[src/rtl/rob_wr_arbiter_if.sv]
// Request/RAM-write bundle for rob_wr_arbiter.
// master: drives writeback requests and the enqueue notice, observes grants and RAM writes.
// slave : the arbiter; grants requests and drives the RAM write ports.
//   req_valid/req_ready/req_addr/req_data : per-requester handshake and payload
//   enq_fire/enq_addr                     : RAM enqueue happening this cycle
//   wr_en/wr_addr/wr_data                 : per-port RAM write controls
interface rob_wr_arbiter_if #(
  parameter int unsigned N_REQ         = 4,
  parameter int unsigned N_WRITE_PORTS = 2,
  parameter int unsigned N_ENTRIES     = 8,
  parameter int unsigned ENTRY_WIDTH   = 32
);
  localparam int unsigned PTR_WIDTH = $clog2(N_ENTRIES);

  logic [N_REQ-1:0]                          req_valid;
  logic [N_REQ-1:0]                          req_ready;
  logic [N_REQ-1:0][PTR_WIDTH-1:0]           req_addr;
  logic [N_REQ-1:0][ENTRY_WIDTH-1:0]         req_data;
  logic                                      enq_fire;
  logic [PTR_WIDTH-1:0]                      enq_addr;
  logic [N_WRITE_PORTS-1:0]                  wr_en;
  logic [N_WRITE_PORTS-1:0][PTR_WIDTH-1:0]   wr_addr;
  logic [N_WRITE_PORTS-1:0][ENTRY_WIDTH-1:0] wr_data;

  modport master (
    output req_valid, req_addr, req_data, enq_fire, enq_addr,
    input  req_ready, wr_en, wr_addr, wr_data
  );

  modport slave (
    input  req_valid, req_addr, req_data, enq_fire, enq_addr,
    output req_ready, wr_en, wr_addr, wr_data
  );
endinterface

[src/rtl/rob_wr_arbiter.sv]
// Round-robin arbiter sharing the ROB RAM write ports among writeback requesters.
// Grants up to N_WRITE_PORTS requests per cycle into a one-deep slot stage that
// drives the RAM; never issues two writes to one entry, nor a write to the entry
// being enqueued (such a slot is held and retried).
//   clk, rst_aL : clock, synchronous active-low reset
//   flush       : synchronous flush, drops slots and resets rr_ptr
//   bus         : requester handshake, enqueue notice, RAM write ports
//   rr_ptr      : current round-robin start index (debug)
module rob_wr_arbiter #(
  parameter int unsigned  N_REQ         = 4,
  parameter int unsigned  N_WRITE_PORTS = 2,
  parameter int unsigned  N_ENTRIES     = 8,
  parameter int unsigned  ENTRY_WIDTH   = 32,
  localparam int unsigned PTR_WIDTH     = $clog2(N_ENTRIES),
  localparam int unsigned RR_WIDTH      = (N_REQ > 1) ? $clog2(N_REQ) : 1
) (
  input  logic                clk,
  input  logic                rst_aL,
  input  logic                flush,
  rob_wr_arbiter_if.slave     bus,
  output logic [RR_WIDTH-1:0] rr_ptr
);

  logic [N_WRITE_PORTS-1:0]                  valid_q;
  logic [N_WRITE_PORTS-1:0][PTR_WIDTH-1:0]   addr_q;
  logic [N_WRITE_PORTS-1:0][ENTRY_WIDTH-1:0] data_q;
  logic [RR_WIDTH-1:0]                       rr_q;

  logic [N_WRITE_PORTS-1:0]                  fire_c;
  logic [N_WRITE_PORTS-1:0]                  held_c;
  logic [N_WRITE_PORTS-1:0]                  fill_c;
  logic [N_WRITE_PORTS-1:0][PTR_WIDTH-1:0]   fill_addr_c;
  logic [N_WRITE_PORTS-1:0][ENTRY_WIDTH-1:0] fill_data_c;
  logic [N_REQ-1:0]                          gnt_c;
  logic [RR_WIDTH-1:0]                       rr_n;
  logic                                      allow_c;

  int unsigned                               scan_idx;
  logic [RR_WIDTH-1:0]                       cur;
  logic                                      conflict;
  logic                                      taken;

  // A slot writes unless the RAM enqueues into the same entry this cycle.
  always_comb begin
    fire_c = '0;
    held_c = '0;
    for (int p = 0; p < N_WRITE_PORTS; p++) begin
      fire_c[p] = valid_q[p] & ~(bus.enq_fire & (bus.enq_addr == addr_q[p]));
      held_c[p] = valid_q[p] & ~fire_c[p];
    end
  end

  // Round-robin scan; each grant takes the lowest slot that is neither held nor already filled.
  always_comb begin
    gnt_c       = '0;
    fill_c      = '0;
    fill_addr_c = '0;
    fill_data_c = '0;
    rr_n        = rr_q;
    scan_idx    = 0;
    cur         = '0;
    conflict    = 1'b0;
    taken       = 1'b0;
    allow_c     = rst_aL & ~flush;
    for (int k = 0; k < N_REQ; k++) begin
      scan_idx = 32'(rr_q) + 32'(k);
      if (scan_idx >= N_REQ) scan_idx = scan_idx - N_REQ;
      cur = RR_WIDTH'(scan_idx);
      // Next-cycle slot contents: held slots keep addr_q, filled slots take the granted address.
      conflict = 1'b0;
      for (int p = 0; p < N_WRITE_PORTS; p++) begin
        if ((held_c[p] && (addr_q[p] == bus.req_addr[cur])) ||
            (fill_c[p] && (fill_addr_c[p] == bus.req_addr[cur])))
          conflict = 1'b1;
      end
      taken = 1'b0;
      if (allow_c && bus.req_valid[cur] && !conflict) begin
        for (int p = 0; p < N_WRITE_PORTS; p++) begin
          if (!taken && !held_c[p] && !fill_c[p]) begin
            taken          = 1'b1;
            fill_c[p]      = 1'b1;
            fill_addr_c[p] = bus.req_addr[cur];
            fill_data_c[p] = bus.req_data[cur];
          end
        end
      end
      if (taken) begin
        gnt_c[cur] = 1'b1;
        rr_n       = (cur == RR_WIDTH'(N_REQ - 1)) ? '0 : cur + RR_WIDTH'(1);
      end
    end
  end

  assign bus.req_ready = gnt_c;
  assign bus.wr_en     = fire_c;
  assign bus.wr_addr   = addr_q;
  assign bus.wr_data   = data_q;
  assign rr_ptr        = rr_q;

  // Slot stage: held slots keep contents, granted requests refill free slots.
  always_ff @(posedge clk) begin
    if (!rst_aL) begin
      valid_q <= '0;
      addr_q  <= '0;
      data_q  <= '0;
      rr_q    <= '0;
    end else if (flush) begin
      valid_q <= '0;
      rr_q    <= '0;
    end else begin
      valid_q <= held_c | fill_c;
      for (int p = 0; p < N_WRITE_PORTS; p++) begin
        if (fill_c[p]) begin
          addr_q[p] <= fill_addr_c[p];
          data_q[p] <= fill_data_c[p];
        end
      end
      rr_q <= rr_n;
    end
  end

endmodule

[src/flat_wrapper.sv]
// flat-port wrapper written by rule: the top's interface ports become plain ports
module rob_wr_arbiter_flat 
#(
  parameter int unsigned  N_REQ         = 4,
  parameter int unsigned  N_WRITE_PORTS = 2,
  parameter int unsigned  N_ENTRIES     = 8,
  parameter int unsigned  ENTRY_WIDTH   = 32,
  localparam int unsigned PTR_WIDTH     = $clog2(N_ENTRIES),
  localparam int unsigned RR_WIDTH      = (N_REQ > 1) ? $clog2(N_REQ) : 1
)
  (clk, rst_aL, flush, rr_ptr, bus_req_valid, bus_req_addr, bus_req_data, bus_enq_fire, bus_enq_addr, bus_req_ready, bus_wr_en, bus_wr_addr, bus_wr_data);
  rob_wr_arbiter_if #(.N_REQ(N_REQ), .N_WRITE_PORTS(N_WRITE_PORTS), .N_ENTRIES(N_ENTRIES), .ENTRY_WIDTH(ENTRY_WIDTH)) bus_i ();
  input  logic clk;
  input  logic rst_aL;
  input  logic flush;
  output logic [RR_WIDTH-1:0] rr_ptr;
  input wire logic [$bits(bus_i.req_valid)-1:0] bus_req_valid;
  input wire logic [$bits(bus_i.req_addr)-1:0] bus_req_addr;
  input wire logic [$bits(bus_i.req_data)-1:0] bus_req_data;
  input wire logic [$bits(bus_i.enq_fire)-1:0] bus_enq_fire;
  input wire logic [$bits(bus_i.enq_addr)-1:0] bus_enq_addr;
  output wire logic [$bits(bus_i.req_ready)-1:0] bus_req_ready;
  output wire logic [$bits(bus_i.wr_en)-1:0] bus_wr_en;
  output wire logic [$bits(bus_i.wr_addr)-1:0] bus_wr_addr;
  output wire logic [$bits(bus_i.wr_data)-1:0] bus_wr_data;
  assign bus_i.req_valid = bus_req_valid;
  assign bus_i.req_addr = bus_req_addr;
  assign bus_i.req_data = bus_req_data;
  assign bus_i.enq_fire = bus_enq_fire;
  assign bus_i.enq_addr = bus_enq_addr;
  assign bus_req_ready = bus_i.req_ready;
  assign bus_wr_en = bus_i.wr_en;
  assign bus_wr_addr = bus_i.wr_addr;
  assign bus_wr_data = bus_i.wr_data;
  rob_wr_arbiter #(.N_REQ(N_REQ), .N_WRITE_PORTS(N_WRITE_PORTS), .N_ENTRIES(N_ENTRIES), .ENTRY_WIDTH(ENTRY_WIDTH)) u_core (.clk(clk), .rst_aL(rst_aL), .flush(flush), .bus(bus_i), .rr_ptr(rr_ptr));
endmodule
[config.mk]
export PLATFORM = sky130hd
export DESIGN_NAME = rob_wr_arbiter_flat
export DESIGN_NICKNAME = d
export VERILOG_FILES = /design/src/rtl/rob_wr_arbiter_if.sv /design/src/rtl/rob_wr_arbiter.sv /design/src/flat_wrapper.sv
export SDC_FILE = /design/constraint.sdc
export NUM_CORES = 1
export LEC_CHECK = 0
export ABC_AREA = 1
export CAP_MARGIN = 20
export CORE_MARGIN = 3
export CORE_UTILIZATION = 46
export DETAILED_ROUTE_END_ITERATION = 10
export GPL_ROUTABILITY_DRIVEN = 0
export MAX_ROUTING_LAYER = met4
export PLACE_DENSITY = 0.83
export SYNTH_ARGS = -nofsm -noshare
export SYNTH_HDL_FRONTEND = slang
export SYNTH_SLANG_ARGS = --single-unit
[constraint.sdc]
create_clock -name clk -period 4.7 [get_ports clk]
set_input_delay 0.94 -clock clk [delete_from_list [all_inputs] [get_ports clk]]
set_output_delay 0.94 -clock clk [all_outputs]
set_load 0.05 [all_outputs]
==> results of run 1 <==
==> cell families after synthesis <==
kind of cell,after synthesis,synth area share [%]
compound gates,462,28.8
xor+xnor,2,0.191
fa+ha+maj,4,0.547
buf+inv,305,13.4
flops,74,16.2
mux,64,7.00
simple gates,759,33.9
==> worst max-delay path: cells and delay by family <==
family / cells / cell delay (ps)
AO/OA/AOI/OAI: 2 / 240
buffers and inverters: 7 / 830
AND/OR/NAND/NOR: 21 / 1970
==> timing repair <==
item	in CTS	in global routing
setup endpoints to repair	4	4
gates cloned	2	0
pin swaps	90	66
gates resized for setup	161	79
setup buffers	47	15
hold buffers	0	0
==> area by class of cell <==
cell class | instances | area (um^2) | area share, %
repair buffers | 390 | 3600 | 26.6
well taps | 260 | 325 | 2.40
clock inverters | 4 | 51.3 | 0.379
inverters | 198 | 776 | 5.73
multi-input cells | 1293 | 7050 | 52.0
flip-flops and latches | 74 | 1490 | 11.0
clock buffers | 12 | 246 | 1.82
==> stage by stage <==
step	TNS (ps)	hold WS, ps	area, um^2	power, uW	worst slack, ps
6_report	-937	485	13500	3990	-258
5_1_grt	-1580	498	13500	4220	-415
4_1_cts	0	485	13200	3820	2.94
3_5_place_dp	-13610	476	12300	2990	-573
3_3_place_gp	-5940	466	12300	2940	-465
2_1_floorplan	-750	676	9280	2210	-250
==> worst max path at each step <==
stage                                 from                to  slack (ps)
after floorplan           u_core.rr_ptr[1]  bus_req_ready[0]        -250
after global placement              rst_aL  bus_req_ready[0]        -470
after detailed placement            rst_aL  bus_req_ready[0]        -570
after CTS                  bus_req_addr[6]  bus_req_ready[0]           3
after global routing      u_core.rr_ptr[0]  bus_req_ready[3]        -410
final                      bus_req_addr[8]  bus_req_ready[0]        -260
==> registers in the layout, indices dropped and copies added, names as in the netlist <==
register,flops
u_core.bus.wr_addr,6
u_core.bus.wr_data,64
u_core.rr_ptr,2
u_core.valid_q,2
==> placed cells by master, fill, tap and decap left out, types with 13 or more instances in the layout <==
master           Yosys  layout
a21oi_1             53      49
a22oi_1             32      32
buf_12               0      13
buf_2               12      13
buf_4                8     146
clkdlybuf4s50_1      0     202
dfxtp_1             74      71
inv_1              180     171
inv_2               16      21
mux2i_1             64      64
nand2_1            522     467
nand2_2              7      54
nand3_1             83      64
nand3_2              3      16
nor2_1             121      97
nor2_2               5      20
nor2_4               4      13
o211ai_1            32      32
o21ai_0            271     262
o21ai_1             25      20
o21bai_1            25      25
==> synth_stat cells (8+ instances only) <==
| master | number | area [um^2] |
|---|---|---|
| mux2i_1 | 64 | 641 |
| o21ai_1 | 25 | 125 |
| buf_2 | 12 | 60.1 |
| buf_1 | 11 | 41.3 |
| nor2_1 | 121 | 454 |
| nand4_1 | 9 | 56.3 |
| a21oi_1 | 53 | 265 |
| clkbuf_1 | 71 | 267 |
| o21bai_1 | 25 | 188 |
| inv_2 | 16 | 60.1 |
| inv_1 | 180 | 676 |
| nand3_1 | 83 | 415 |
| dfxtp_1 | 74 | 1480 |
| o211ai_1 | 32 | 240 |
| nand2_1 | 522 | 1960 |
| a22oi_1 | 32 | 240 |
| o21ai_0 | 271 | 1360 |
| buf_4 | 8 | 60.1 |
==> layer usage <==
metal / up-vias / wire, um / global-route usage [%]
met5: - / 0 / -
met4: 0 / 2220 / 15.6
met1: 5702 / 14500 / 40.8
met2: 907 / 17900 / 55.7
li1: 6071 / - / -
met3: 229 / 4210 / 5.89
==> power groups by stage <==
stage	Combinational (uW)	Clock [uW]	Sequential (uW)
4_1_cts	2320	710	788
3_5_place_dp	2190	0	805
2_1_floorplan	1140	0	1070
5_1_grt	2670	744	799
3_3_place_gp	2140	0	807
6_report	2490	714	795
==> impl_metrics.tcl, run 1 <==
set metrics [dict create \
    hold_end "u_core.bus.wr_data[39]" \
    finClkSkew_ps 7.62 \
    slowest_stage "clkdlybuf4s15_2" \
    initial_core_util_pct 47.8 \
    path_clk_slew_ps 60 \
    grt_pass1_wl_mm 59.5 \
    cts_root_buf "clkbuf_16" \
    timing.fmax_mhz 202 \
    synth_ff_type "dfxtp_1" \
    io_pins 229 \
    antenna_found_initial 0 \
    status "finished, violations left" \
    rsz0062_at_grt "yes" \
    yosys_warnings 0 \
    violations "negative setup slack" \
    n_antenna_cell 0 \
    fp.dieW_um 147 \
    grt_use_total_pct 34.0 \
    finalNonFillerCells 2231 \
    path_class "in -> out" \
    drc 0 \
    grt_pass1_vias 11999 \
    clk_latency_ps 340 \
    p_leak_uw 0.00580 \
    synth-seq-cells 74 \
    period_needed_ps 4960 \
    endpoint_kind "output pin" \
    clkSinkCount 74 \
    syn_area_um2 9160 \
    place_inst 2154 \
    holdPathStages 2 \
    arrival_ps 4020 \
    routed_wl_mm 38.9 \
    power_frac_clock_pct 17.9 \
    p_seq_share_pct 19.9 \
    cts_tree "built" \
    start_kind "primary input" \
    area_growth_pct 47.9 \
    finalSetupViolCount 4 \
    cp_data_required_time_ps 3760 \
    die_h_um 147 \
    fp.dieArea_um2 21600 \
    worst_pin_slew_ps 1070 \
    reg2reg_depth 34 \
    slew_headroom_pct 28.5 \
    postSynthCellCount 1670 \
    layout-drive-gt1-share_pct 19.2 \
    ir_drop_v 0.000215 \
    hold_path_class "reg -> reg" \
    synthDistinctLibCells 41 \
    p_sw_uw 1930 \
    dr_total_vias 12909 \
    syn_avg_cell_area_um2 5.48 \
    r2r_setup_slack_ps 300 \
    sw_frac_of_total_pct 48.4 \
    grt_max_degree 130 \
    ant_nets 0 \
    cts_buffer_depth 2 \
    rr_endpoint "u_core.bus.wr_addr[4]" \
    cts_made_buffers 9 \
    synth_seq_area_share_pct 16.2 \
    p_int_uw 2060 \
    fillers 1500 \
    place_hpwl_mm 25.3 \
    async_flop_share_pct 0 \
    finish.utilization_pct 70.7 \
    grt.overflow.total 0 \
    hold_start "u_core.bus.wr_data[39]" \
    hold_violations 0 \
    powerDensity_nw_per_um2 295 \
    nets 2121 \
    slew_violations 0 \
    row_count 50 \
    fin_crit_sh_pct 105 \
    layout_setup_ws_ps -258 \
    maxCapViolations 0 \
    htree_levels 3 \
    combPwrFrac_pct 62.2 \
    core_um2 19100 \
    dr.first_iter.drc_count 1498 \
    synth_edf_count 0 \
    cpPeakStageDelay_ps 200 \
    crit_top_cell "nand2_2" \
    viasPerCell 5.79 \
    synth_fp_nets 1825 \
    reg2reg_from "u_core.rr_ptr[0]" \
    avgRoutedWirePerCell_um 17.4 \
    critPathMaxFanout 6 \
    drt_first_pass_iters 9 \
    port_buffers 228 \
]
Note: power is estimated with default switching activity, not from simulation.
==> run 2, diff against run 1 <==
--- a/config.mk
+++ b/config.mk
@@ -13,6 +13,7 @@
 export GPL_ROUTABILITY_DRIVEN = 0
 export MAX_ROUTING_LAYER = met4
 export PLACE_DENSITY = 0.83
+export SLEW_MARGIN = 25
 export SYNTH_ARGS = -nofsm -noshare
 export SYNTH_HDL_FRONTEND = slang
 export SYNTH_SLANG_ARGS = --single-unit
==> run 2 against run 1 <==
Compared with the run above:
- the run still ends with negative setup slack left
- register-to-register slack worse by 50 ps
- sequential cell count unchanged
- total power barely moved
- final cell count hardly changed
- highest routed layer unchanged
==> impl_metrics.tcl, run 2 (synthesis gave the netlist of run 1 again) <==
set metrics [dict create \
    routed_wl_mm 39.1 \
    io_pins 229 \
    slew_headroom_pct 48.3 \
    p_leak_uw 0.00580 \
    cts_root_buf "clkbuf_16" \
    sw_frac_of_total_pct 48.4 \
    combPwrFrac_pct 62.3 \
    die_h_um 147 \
    p_sw_uw 1930 \
    nets 2122 \
    power_frac_clock_pct 17.8 \
    layout-drive-gt1-share_pct 19.0 \
    violations "negative setup slack" \
    drc 0 \
    n_antenna_cell 0 \
    cts_tree "built" \
    path_clk_slew_ps 60 \
    grt_pass1_vias 11999 \
    core_um2 19100 \
    fp.dieArea_um2 21600 \
    worst-path-buf-inv 7 \
    worst_pin_slew_ps 775 \
    cp_top_family "simple AND/OR/NAND/NOR gates" \
    area_growth_pct 47.9 \
    p_seq_share_pct 19.9 \
    dr.first_iter.drc_count 1517 \
    power.total_uw 3990 \
    hold_start "u_core.bus.wr_data[56]" \
    status "finished, violations left" \
    multi_input_comb_area_um2 7030 \
    endpoint_kind "output pin" \
    holdPathStages 2 \
    holdWs_ps 489 \
    path_class "in -> out" \
    fillers 1509 \
    grt.overflow.total 0 \
    regArea_um2 1490 \
    clkSinkCount 74 \
    viasPerCell 5.80 \
    crit_top_cell "nand2_1" \
    final_common_cell "nand2_1" \
    critPathMaxFanout 7 \
    p_int_uw 2060 \
    finClkSkew_ps 10.2 \
    reg2reg_from "u_core.rr_ptr[1]" \
    clk_latency_ps 350 \
    reg2reg_depth 32 \
    period_needed_ps 4990 \
    r2r_setup_slack_ps 250 \
    maxCapViolations 0 \
    initial_core_util_pct 47.8 \
    arrival_ps 4050 \
    htree_levels 3 \
    rsz0062_at_grt "yes" \
    hold_violations 0 \
    cts_made_buffers 9 \
    cp_data_required_time_ps 3760 \
    ant_nets 0 \
    cts_buffer_depth 2 \
    cpPeakStageDelay_ps 180 \
    hold_path_class "reg -> reg" \
    fin_crit_sh_pct 106 \
    place_hpwl_mm 25.3 \
    rr_endpoint "u_core.bus.wr_addr[4]" \
    port_buffers 228 \
    powerDensity_nw_per_um2 295 \
    slowest_stage "o21ai_4" \
    fp.dieW_um 147 \
    grt_max_degree 130 \
    avgRoutedWirePerCell_um 17.5 \
    cts_hold_buf 0 \
    dpl_worst_slack_ps -573 \
    antenna_found_initial 0 \
    slew_violations 0 \
    final_cell_mix "nand2_1 (470), o21ai_0 (262), clkdlybuf4s50_1 (202)" \
    ir_drop_v 0.000217 \
    start_kind "primary input" \
    layout_setup_ws_ps -294 \
    drt_first_pass_iters 6 \
    timing.fmax_mhz 200 \
    finalSetupViolCount 4 \
    grt_use_total_pct 34.0 \
    hold_end "u_core.bus.wr_data[56]" \
    grt_pass1_wl_mm 59.5 \
    row_count 50 \
    dr_total_vias 12952 \
    largest_register_ff_count 64 \
]
-- run 2: cell count changes in the layout (fill, tap and decap cells not counted), sizes merged --
cell  previous run  this run
buf            181       182
-- run 2: repair_timing --
action                                  CTS  global route
cloned                                    2             0
pin swaps                                90            63
gates resized for setup                 161            72
endpoints found under the setup margin    4             4
setup buffers                            47            15
-- run 2: cell type report --
cell class | instances | area share, %
Clock inverter | 4 | 0.379
Tap cell | 260 | 2.40
Inverter | 198 | 5.73
Timing Repair Buffer | 391 | 26.8
Multi-Input combinational cell | 1293 | 51.9
Sequential cell | 74 | 11.0
Clock buffer | 12 | 1.82
-- run 2: how the worst max path moves through the flow --
stage | start | to | depth (start not counted)
after floorplan | u_core.rr_ptr[1] | bus_req_ready[0] | 32
after global placement | rst_aL | bus_req_ready[0] | 25
after detailed placement | rst_aL | bus_req_ready[0] | 22
after CTS | bus_req_addr[6] | bus_req_ready[0] | 28
after global routing | u_core.rr_ptr[0] | bus_req_ready[0] | 27
final | bus_enq_addr[1] | bus_req_ready[0] | 28
-- run 2: power groups by stage --
stage	clock, uW	combinational (uW)	sequential (uW)
floorplan	0	1140	1070
global placement	0	2140	807
detailed placement	0	2190	805
CTS	710	2320	788
global route	744	2670	799
finish	713	2490	794
-- run 2: worst reg2reg max path, delay by kind of cell (launching register included) --
| kind | cells | cell delay (ps) |
|---|---|---|
| AND/OR/NAND/NOR | 19 | 2250 |
| buffers and inverters | 10 | 1140 |
| adder cells (fa/ha/maj) | 1 | 270 |
| flip-flops | 1 | 380 |
| AO/OA/AOI/OAI | 2 | 330 |
-- run 2: per-layer routing --
metal	GRT usage (%)	share of wire, %	up-vias
li1	-	-	6070
met4	15.6	6.3	0
met5	-	0	-
met1	40.8	37	5717
met3	5.89	10	242
met2	55.7	46	923
-- run 2: per-stage QoR --
stage | instances | setup TNS (ps) | util (%) | instance area [um^2]
3_5_place_dp | 2154 | -13610 | 64.2 | 12300
6_report | 2232 | -1040 | 70.7 | 13500
2_1_floorplan | 1670 | -750 | - | 9280
5_1_grt | 2232 | -2510 | 70.7 | 13500
4_1_cts | 2217 | 0 | 68.9 | 13200
3_3_place_gp | 2154 | -5940 | 64.2 | 12300
